### config.mk
export PLATFORM = sky130hd
export DESIGN_NAME = gyro_spi_responder
export DESIGN_NICKNAME = d
export VERILOG_FILES = /design/src/rtl/gyro_pkg.sv /design/src/rtl/spi_pin_sync.sv /design/src/rtl/gyro_spi_responder.sv
export SDC_FILE = /design/constraint.sdc
export NUM_CORES = 1
export LEC_CHECK = 0
export CAP_MARGIN = 25
export CORE_MARGIN = 5
export CORE_UTILIZATION = 25
export DETAILED_ROUTE_END_ITERATION = 7
export HOLD_SLACK_MARGIN = 0.05
export SLEW_MARGIN = 20
export SYNTH_ARGS = -nofsm -noshare
export SYNTH_HDL_FRONTEND = slang
export SYNTH_SLANG_ARGS = --single-unit
export TNS_END_PERCENT = 10
### constraint.sdc
create_clock -name CLK -period 2.2 [get_ports CLK]
set_input_delay 0.66 -clock CLK [delete_from_list [all_inputs] [get_ports CLK]]
set_output_delay 0.66 -clock CLK [all_outputs]
set_load 0.01 [all_outputs]
### src/rtl/gyro_pkg.sv
// Shared constants and types for the emulated 3-axis gyro SPI responder.
package gyro_pkg;

  localparam logic [5:0] ADDR_WHO_AM_I = 6'h0F;
  localparam logic [5:0] ADDR_CTRL1    = 6'h20;
  localparam logic [5:0] ADDR_STATUS   = 6'h27;
  localparam logic [5:0] ADDR_OUT_X_L  = 6'h28;
  localparam logic [5:0] ADDR_OUT_X_H  = 6'h29;
  localparam logic [5:0] ADDR_OUT_Y_L  = 6'h2A;
  localparam logic [5:0] ADDR_OUT_Y_H  = 6'h2B;
  localparam logic [5:0] ADDR_OUT_Z_L  = 6'h2C;
  localparam logic [5:0] ADDR_OUT_Z_H  = 6'h2D;

  localparam int ZYXDA_BIT = 3;

  typedef enum logic [1:0] {IDLE, CMD, DATA} spi_state_t;

  typedef struct packed {
    logic signed [15:0] x;
    logic signed [15:0] y;
    logic signed [15:0] z;
  } rate_t;

endpackage

### src/rtl/spi_pin_sync.sv
// Two-flop synchronizers on the SPI pins plus a third flop for edge detection.
module spi_pin_sync (
  input  logic clk,
  input  logic sclk,
  input  logic cs_n,
  input  logic mosi,
  output logic sclk_rise,
  output logic sclk_fall,
  output logic cs_fall,
  output logic cs_rise,
  output logic mosi_s
);

  logic [2:0] sclk_q, cs_q;
  logic [1:0] mosi_q;

  // Deliberately not reset: a reset with CS_N held low must not fake a CS_N fall.
  always_ff @(posedge clk) begin
    sclk_q <= {sclk_q[1:0], sclk};
    cs_q   <= {cs_q[1:0], cs_n};
    mosi_q <= {mosi_q[0], mosi};
  end

  assign sclk_rise = sclk_q[1] & ~sclk_q[2];
  assign sclk_fall = ~sclk_q[1] & sclk_q[2];
  assign cs_fall   = ~cs_q[1] & cs_q[2];
  assign cs_rise   = cs_q[1] & ~cs_q[2];
  assign mosi_s    = mosi_q[1];

endmodule

### src/rtl/gyro_spi_responder.sv
// SPI mode-3 slave emulating the gyro register map; serves host-supplied rate samples.
module gyro_spi_responder
  import gyro_pkg::*;
#(
  parameter logic [7:0] WHO_AM_I_VAL = 8'hD3,
  parameter logic [7:0] CTRL1_RST    = 8'h07
) (
  input  logic               CLK,
  input  logic               RST,
  input  logic               SCLK,
  input  logic               CS_N,
  input  logic               MOSI,
  output logic               MISO,
  input  logic signed [15:0] RATE_X,
  input  logic signed [15:0] RATE_Y,
  input  logic signed [15:0] RATE_Z,
  input  logic               RATE_VALID,
  output logic [7:0]         CTRL1,
  output logic               BUSY,
  output logic               XFER_DONE
);

  logic sclk_rise, sclk_fall, cs_fall, cs_rise, mosi_s;

  spi_pin_sync u_sync (
    .clk       (CLK),
    .sclk      (SCLK),
    .cs_n      (CS_N),
    .mosi      (MOSI),
    .sclk_rise (sclk_rise),
    .sclk_fall (sclk_fall),
    .cs_fall   (cs_fall),
    .cs_rise   (cs_rise),
    .mosi_s    (mosi_s)
  );

  spi_state_t state, state_nx;
  logic [2:0] cnt;
  logic [6:0] rx;
  logic [7:0] sh, wr_byte, rd_data;
  logic       rw, ms;
  logic [5:0] addr, addr_nx, rd_addr;
  logic       byte_done, zclr, set_z;
  rate_t      out, pend, rate_in;
  logic       pend_vld, zyxda;

  assign BUSY      = (state != IDLE);
  assign MISO      = (state == DATA) && rw ? sh[7] : 1'b0;
  assign wr_byte   = {rx, mosi_s};
  assign byte_done = sclk_rise && (cnt == 3'd7) && !cs_rise;
  assign addr_nx   = ms ? addr + 6'd1 : addr;
  assign rate_in   = '{x: RATE_X, y: RATE_Y, z: RATE_Z};

  always_ff @(posedge CLK) begin
    if (RST) state <= IDLE;
    else     state <= state_nx;
  end

  always_comb begin
    state_nx = state;
    case (state)
      IDLE:    if (cs_fall) state_nx = CMD;
      CMD:     if (cs_rise) state_nx = IDLE;
               else if (byte_done) state_nx = DATA;
      DATA:    if (cs_rise) state_nx = IDLE;
      default: state_nx = IDLE;
    endcase
  end

  // In CMD the next byte comes from the just-received address; in DATA from the advanced one.
  always_comb begin
    rd_addr = (state == CMD) ? wr_byte[5:0] : addr_nx;
    rd_data = '0;
    case (rd_addr)
      ADDR_WHO_AM_I: rd_data = WHO_AM_I_VAL;
      ADDR_CTRL1:    rd_data = CTRL1;
      ADDR_STATUS:   rd_data[ZYXDA_BIT] = zyxda;
      ADDR_OUT_X_L:  rd_data = out.x[7:0];
      ADDR_OUT_X_H:  rd_data = out.x[15:8];
      ADDR_OUT_Y_L:  rd_data = out.y[7:0];
      ADDR_OUT_Y_H:  rd_data = out.y[15:8];
      ADDR_OUT_Z_L:  rd_data = out.z[7:0];
      ADDR_OUT_Z_H:  rd_data = out.z[15:8];
      default:       rd_data = '0;
    endcase
  end

  always_ff @(posedge CLK) begin
    if (RST) begin
      cnt       <= '0;
      rx        <= '0;
      sh        <= '0;
      rw        <= 1'b0;
      ms        <= 1'b0;
      addr      <= '0;
      CTRL1     <= CTRL1_RST;
      XFER_DONE <= 1'b0;
    end else begin
      XFER_DONE <= cs_rise && (state == DATA);
      if (state == IDLE) begin
        if (cs_fall) begin
          cnt <= '0;
          rx  <= '0;
          sh  <= '0;
        end
      end else if (!cs_rise) begin
        if (sclk_rise) begin
          rx  <= wr_byte[6:0];
          cnt <= cnt + 3'd1;
          if (cnt == 3'd7) begin
            if (state == CMD) begin
              rw   <= wr_byte[7];
              ms   <= wr_byte[6];
              addr <= wr_byte[5:0];
              sh   <= wr_byte[7] ? rd_data : 8'h00;
            end else begin
              if (!rw && addr == ADDR_CTRL1) CTRL1 <= wr_byte;
              addr <= addr_nx;
              sh   <= rw ? rd_data : 8'h00;
            end
          end
        // The fall right after a byte boundary keeps the freshly loaded MSB on the pin.
        end else if (sclk_fall && state == DATA && cnt != 3'd0) begin
          sh <= {sh[6:0], 1'b0};
        end
      end
    end
  end

  assign zclr  = byte_done && (state == DATA) && rw && (addr == ADDR_OUT_Z_H);
  assign set_z = !BUSY && (RATE_VALID || pend_vld);

  // Samples arriving mid-transaction wait in pend so a burst never mixes two samples.
  always_ff @(posedge CLK) begin
    if (RST) begin
      out      <= '0;
      pend     <= '0;
      pend_vld <= 1'b0;
      zyxda    <= 1'b0;
    end else begin
      if (RATE_VALID && !BUSY) begin
        out      <= rate_in;
        pend_vld <= 1'b0;
      end else if (RATE_VALID) begin
        pend     <= rate_in;
        pend_vld <= 1'b1;
      end else if (!BUSY && pend_vld) begin
        out      <= pend;
        pend_vld <= 1'b0;
      end
      if (set_z)                    zyxda <= 1'b1;
      else if (zclr && !RATE_VALID) zyxda <= 1'b0;
    end
  end

endmodule

# Word-level counts from Yosys, hierarchy flattened
# Cells that the tools add are included.
dict set report classes {
  add_sub_neg 2
  bitwise_logic 12
  n_eq_ne 20
  mux 35
  reduce_logical 36
}
# cell n
set ops {}
lappend ops {{$mux 48} 3}
lappend ops {{$mux 8} 9}
lappend ops {{$eq 6x6->1 const B} 10}
lappend ops {{$pmux 4 s8} 1}
lappend ops {{$mux 7} 4}
lappend ops {{$pmux 3 s8} 1}
lappend ops {{$logic_and 1x1->1} 14}
lappend ops {{$mux 3} 4}
lappend ops {{$mux 6} 2}
lappend ops {{$reduce_bool 2->1} 5}
lappend ops {{$mux 2} 4}
lappend ops {{$not 1->1} 8}
lappend ops {{$pmux 1 s8} 1}
lappend ops {{$reduce_and 4->1} 2}
lappend ops {{$add 6x1->6 const B} 1}
lappend ops {{$eq 6x4->1 const B} 1}
lappend ops {{$pmux 2 s3} 1}
lappend ops {{$reduce_and 3->1} 2}
lappend ops {{$reduce_and 6->1} 1}
lappend ops {{$reduce_bool 3->1} 2}
lappend ops {{$mux 1} 5}
lappend ops {{$reduce_and 5->1} 1}
lappend ops {{$and 1x1->1} 4}
lappend ops {{$logic_not 1->1} 4}
lappend ops {{12 further kinds} 15}
dict set report totals {
  reg_bits 143
  out_inout_bits 11
  elab_cells 125
  inputBits 54
}

# Logic depth before layout (Yosys ltp)
dict set report depth {
  ltp_word 11
  depth_mapped 11
  depth_no_buf 10
}

# Cells and area by module
# A second synthesis with hierarchy kept.
dict set report hier_totals {
  hier_cells 765
  hier_area_um2 6411.1
}
# module area_per_inst_um2 instances cells_per_inst seq_area_each_um2
set by_module_without_submodules {}
lappend by_module_without_submodules {gyro_spi_responder 6216.0 1 753 2702.6}
lappend by_module_without_submodules {spi_pin_sync 195.2 1 12 160.2}

# Worst setup path after synthesis
# Ideal clock, no wire load.
dict set report synth_path {
  kind {register to register}
  start {reg addr[0]}
  end {reg sh[0]}
  arrival_ns 2.282
  path_buffers 1
  required_ns 2.083
  stages_incl_launch_ff 10
  period_less_slack_ns 2.399
  slack_ns -0.199
  setup_ns 0.117
  cell_sequence {dfxtp_1 -> buf_2 -> inv_1 -> ha_1 -> mux2_2 -> mux2_2 -> nand2b_4 -> nor4_4 -> o31a_2 -> a32o_1}
}
dict set report synth_via {
  elab_chain_cells 11
  word_cells_on_any_way 19
  classes_between {1 x add/sub; 8 x eq/ne; 10 x mux}
}
# element line_no
set synth_rtl {}
lappend synth_rtl {{start: declaration} gyro_spi_responder.sv:42} ;# logic [5:0] addr, addr_nx, rd_addr;
lappend synth_rtl {{start signal: assignment} gyro_spi_responder.sv:114} ;# addr <= wr_byte[5:0];
lappend synth_rtl {{start signal: assignment} gyro_spi_responder.sv:118} ;# addr <= addr_nx;
lappend synth_rtl {{$add 6x1->6} gyro_spi_responder.sv:51} ;# assign addr_nx = ms ? addr + 6'd1 : addr;
lappend synth_rtl {{$mux 6 (*)} gyro_spi_responder.sv:51}
lappend synth_rtl {{$mux 6 (*)} gyro_spi_responder.sv:72} ;# rd_addr = (state == CMD) ? wr_byte[5:0] : addr_nx;
lappend synth_rtl {{$eq 6x6->1 or $eq 6x4->1 (tied branches)} gyro_spi_responder.sv:74} ;# case (rd_addr)
lappend synth_rtl {{$pmux 3 s8 (*)} gyro_spi_responder.sv:74}
lappend synth_rtl {{$mux 8, on equally long branches} {gyro_spi_responder.sv:119, gyro_spi_responder.sv:115}}
lappend synth_rtl {{$mux 8 (*)} gyro_spi_responder.sv:111} ;# if (state == CMD) begin
lappend synth_rtl {{$mux 8 (*)} gyro_spi_responder.sv:110} ;# if (cnt == 3'd7) begin
lappend synth_rtl {{$mux 8 (*)} gyro_spi_responder.sv:107} ;# if (sclk_rise) begin
lappend synth_rtl {{$mux 8 (*)} gyro_spi_responder.sv:106} ;# end else if (!cs_rise) begin
lappend synth_rtl {{$mux 8 (*)} gyro_spi_responder.sv:100} ;# if (state == IDLE) begin
lappend synth_rtl {{end signal: assignment} gyro_spi_responder.sv:115} ;# sh <= wr_byte[7] ? rd_data : 8'h00;
lappend synth_rtl {{end signal: assignment} gyro_spi_responder.sv:119} ;# sh <= rw ? rd_data : 8'h00;
lappend synth_rtl {{end signal: assignment} gyro_spi_responder.sv:124} ;# sh <= {sh[6:0], 1'b0};
lappend synth_rtl {{end: declaration} gyro_spi_responder.sv:40} ;# logic [7:0] sh, wr_byte, rd_data;
# Every way passes the cells marked *; elsewhere a longest branch is shown, timed or not. The select of a mux whose other input is x is not followed.
# A chain may end at the register's enable or synchronous reset.

# Worst setup path after layout
dict set report layout_path {
  start {reg addr[1]}
  end {reg sh[3]}
}
dict set report layout_via {
  elab_chain_cells 11
  word_cells_on_any_way 19
  classes_between {1 x add/sub; 8 x eq/ne; 10 x mux}
}
# element line_no
set layout_rtl {}
lappend layout_rtl {{$add 6x1->6} gyro_spi_responder.sv:51}
lappend layout_rtl {{$mux 6 (*)} gyro_spi_responder.sv:51}
lappend layout_rtl {{$mux 6 (*)} gyro_spi_responder.sv:72}
lappend layout_rtl {{$eq 6x6->1} gyro_spi_responder.sv:74}
lappend layout_rtl {{$pmux 1 s8 (*)} gyro_spi_responder.sv:74}
lappend layout_rtl {{$mux 8, on equally long branches} {gyro_spi_responder.sv:119, gyro_spi_responder.sv:115}}
lappend layout_rtl {{$mux 8 (*)} gyro_spi_responder.sv:111}
lappend layout_rtl {{$mux 8 (*)} gyro_spi_responder.sv:110}
lappend layout_rtl {{$mux 8 (*)} gyro_spi_responder.sv:107}
lappend layout_rtl {{$mux 8 (*)} gyro_spi_responder.sv:106}
lappend layout_rtl {{$mux 8 (*)} gyro_spi_responder.sv:100}
# Marks and branches as above.

==> reports/qor.log <==
qor: timing.finalHoldViolCount 0
qor: die.ios 65
qor: synthesis.mappedNetlistArea 0.00647 mm²
qor: critical_path.cp.required 2530 ps
qor: synthesis.synth_most_common_cell dfxtp_1
qor: timing.grt_setup_unrepaired true
qor: flow_run.maxCapViolCount 0
qor: power.ir_drop 0.000501 V
qor: synthesis.yosys_warning_count 0
qor: timing.fmax 0.445 GHz
qor: clocking.tritoncts_clock_tree built
qor: route.detail_route.iter0.violations 430
qor: status.violations setup timing
qor: synthesis.synth.avg_cell_area 8.22 µm²
qor: synthesis.postSynth.asyncResetShare 0
qor: timing.finalWorstPathRequiredPeriod 2250 ps
qor: timing.fin_crit_sh 1.02
qor: power.power.leakage 3.12 nW
qor: die.rows 59
qor: critical_path.end_kind flip-flop
qor: timing.worst_pin_slew 775 ps
qor: cells_and_area.final_net_count 953
qor: place.dp_hpwl 13800 µm
qor: global_routing.initial_antenna_violation_count 0
qor: synthesis.synth_enable_flop_cells 0
qor: global_routing.grt_start_max_net_pins 74
qor: synthesis.synth_commonest_cells dfxtp_1 (143), nand2_1 (126), nor2_1 (96), a21oi_1 (71), a211oi_1 (50)
qor: clocking.clockBufferDepth 2
qor: synthesis.netlist-cell-type-count 66
qor: synthesis.yosysTopAreaCell dfxtp_1
qor: critical_path.critPathArrivalTime 2570 ps
qor: cells_and_area.syn2layout_area_growth 35.0%
qor: route.drt_first_pass_iters 5
qor: place.total_instance_count_after_detailed_placement 1205
qor: cells_and_area.share_of_final_layout_standard_cells_stronger_than_drive_strength_1 0.188
qor: timing.finClkSkew 9.27 ps
qor: die.coreArea 0.0258 mm²
qor: power.power_density 698 mW/mm²
qor: critical_path.crit_path_frequent_cell buf_4
qor: cells_and_area.fin_cells 1241
qor: route.routed_via_density 4.86
qor: timing.postLayoutSetupSlackWorst -49.3 ps
qor: critical_path.crit_path_max_incr_delay 380 ps
qor: timing.worst_hold_slack 327 ps
qor: critical_path.worst-setup-path-type flip-flop to flip-flop
qor: route.route.detailed.wl_per_inst 15.9 µm
qor: clocking.cts_hold_buffers 0
qor: timing.final-setup-viol-count 5
qor: die.die-area 0.0292 mm²
qor: die.die_h 171 µm
qor: global_routing.grt_pass1_vias 5646
qor: synthesis.synth_sequential_area_ratio 0.442
qor: synthesis.synthesis.nets 848
qor: clocking.cts_buffers 17
qor: critical_path.start_kind flip-flop
qor: synthesis.syn-instance-count 788
qor: die.floorplan.initialDensity 0.251
qor: route.drc 0
qor: global_routing.gr-usage-all-layers 0.132
qor: clocking.worstSkewPairLatency 420 ps
qor: cells_and_area.num_antenna_cells 0
qor: critical_path.crit_slowest_cell dfxtp_4
qor: place.numPortBuffers 64
qor: route.detailroute.via_count 6028
qor: die.die_w 171 µm
qor: place.finalWeightedCongestion 0.882
qor: critical_path.path_max_fanout 4
qor: global_routing.wire_length_of_the_first_global_routing_pass 30700 µm
qor: route.antenna_violating_nets_post_route 0
qor: synthesis.synth.top_cells.by_area dfxtp_1 (44%), nand2_1 (7.3%), a211oi_1 (5.8%), nor2_1 (5.6%), a21oi_1 (5.5%)
qor: clocking.cts.htree.levels 4
qor: power.finalPower 6.10 mW
qor: clocking.cts-root-buf clkbuf_16
qor: route.wl 19700 µm
qor: global_routing.global_route.overflow_total 0
qor: clocking.clkSlewWorstSetupHoldPaths 60 ps
qor: synthesis.synth.top_cell.area_share 0.442
qor: timing.maxSlewHeadroom 0.483
qor: status.run_status finished, violations left
qor: min_path.worstHoldPathType flip-flop to flip-flop
qor: clocking.cts_sinks 143
qor: synthesis.synth-seq-cells 143
qor: critical_path.cells_traversed_along_the_worst_timing_path buf_4 -> nand3_1 -> or3_4 -> a211o_1 -> nand2_2 -> buf_4 -> nand2_4 -> nor4b_4 -> nor3b_2 -> o31ai_1
qor: timing.timing_max_transition_violations_final 0
qor: synthesis.synthFlopType dfxtp_1
[final cells by class]
type,instances,area (µm²)
Clock inverter,12,103
Clock buffer,20,457
Fill cell,2629,17000
Timing Repair Buffer,148,1350
Multi-Input combinational cell,572,3480
Tap cell,335,419
Inverter,11,46.3
Sequential cell,143,2880
[timing repair]
item / 4_1_cts / 5_1_grt
resized for setup: 15 / 37
gates cloned: 0 / 1
endpoints found under the setup margin: 22 / 18
buffers inserted: 0 / 2
pin swaps: 6 / 16
[cell usage in the layout (no fill, tap or decap), types with 9 or more instances in the layout]
cell	n
o21ai_0	29
mux2i_1	10
a211oi_1	50
a21oi_1	71
nand2_1	124
dfxtp_1	136
nor3_1	9
clkbuf_16	17
nor2_1	91
a22oi_1	10
clkdlybuf4s50_1	61
nand3_1	13
o22ai_1	32
nor2b_1	9
buf_4	75
nand3b_1	20
[report_power, final]
part	leakage (nW)	switching, mW	internal, mW
registers	1.18	0.0795	2.70
clock network	0.274	1.17	1.53
logic	1.67	0.329	0.282
total	3.12	1.58	4.51
[metal layers]
| layer | part of all wire | global-route usage | vias up |
|---|---|---|---|
| met1 | 0.47 | 0.180 | 2854 |
| li1 | - | - | 3031 |
| met4 | 0.013 | 0.0379 | 0 |
| met2 | 0.48 | 0.211 | 125 |
| met3 | 0.039 | 0.0287 | 18 |
| met5 | 0 | 0 | - |
[worst paths after layout]
check                   start               end  slack [ps]  depth (start not counted)
max                   addr[1]             sh[3]         -50                         10
max reg2reg           addr[1]             sh[3]         -50                         10
min reg2reg  u_sync.mosi_q[0]  u_sync.mosi_q[1]         330                          0
min          u_sync.mosi_q[0]  u_sync.mosi_q[1]         330                          0
[registers in the layout, indices dropped and copies added (netlist names), 2 cells and up]
signal / count
addr: 6
u_sync.sclk_q: 3
sh: 8
rx: 7
out: 48
u_sync.mosi_q: 2
state: 2
pend: 48
u_sync.cs_q: 3
CTRL1: 8
cnt: 3
[cell families after synthesis]
| group | share of synthesized area |
|---|---|
| muxes | 0.0325 |
| AOI/OAI and AO/OA | 0.237 |
| DFF | 0.442 |
| and+or+nand+nor | 0.218 |
| buffers and inverters | 0.0477 |
| adders and majority gates | 0.0131 |
| xor gates and xnor gates | 0.00928 |
[critical path, delay by kind of cell, from the launching register on]
family / cells / cell delay [ps]
simple gates: 6 / 930
buf+inv: 2 / 280
compound gates: 2 / 580
flops: 1 / 380
[metrics by stage]
stage               area [µm²]  setup slack (ps)  setup TNS [ps]   util
floorplan                 6510              1.46               0      -
global placement          7980              -112            -774  0.310
detailed placement        7980              -179           -1050  0.310
CTS                       8580             -87.3            -224  0.333
global route              8740              -172           -1070  0.339
finish                    8740             -49.3            -112  0.339
Note: power is estimated with default switching activity, not from simulation.
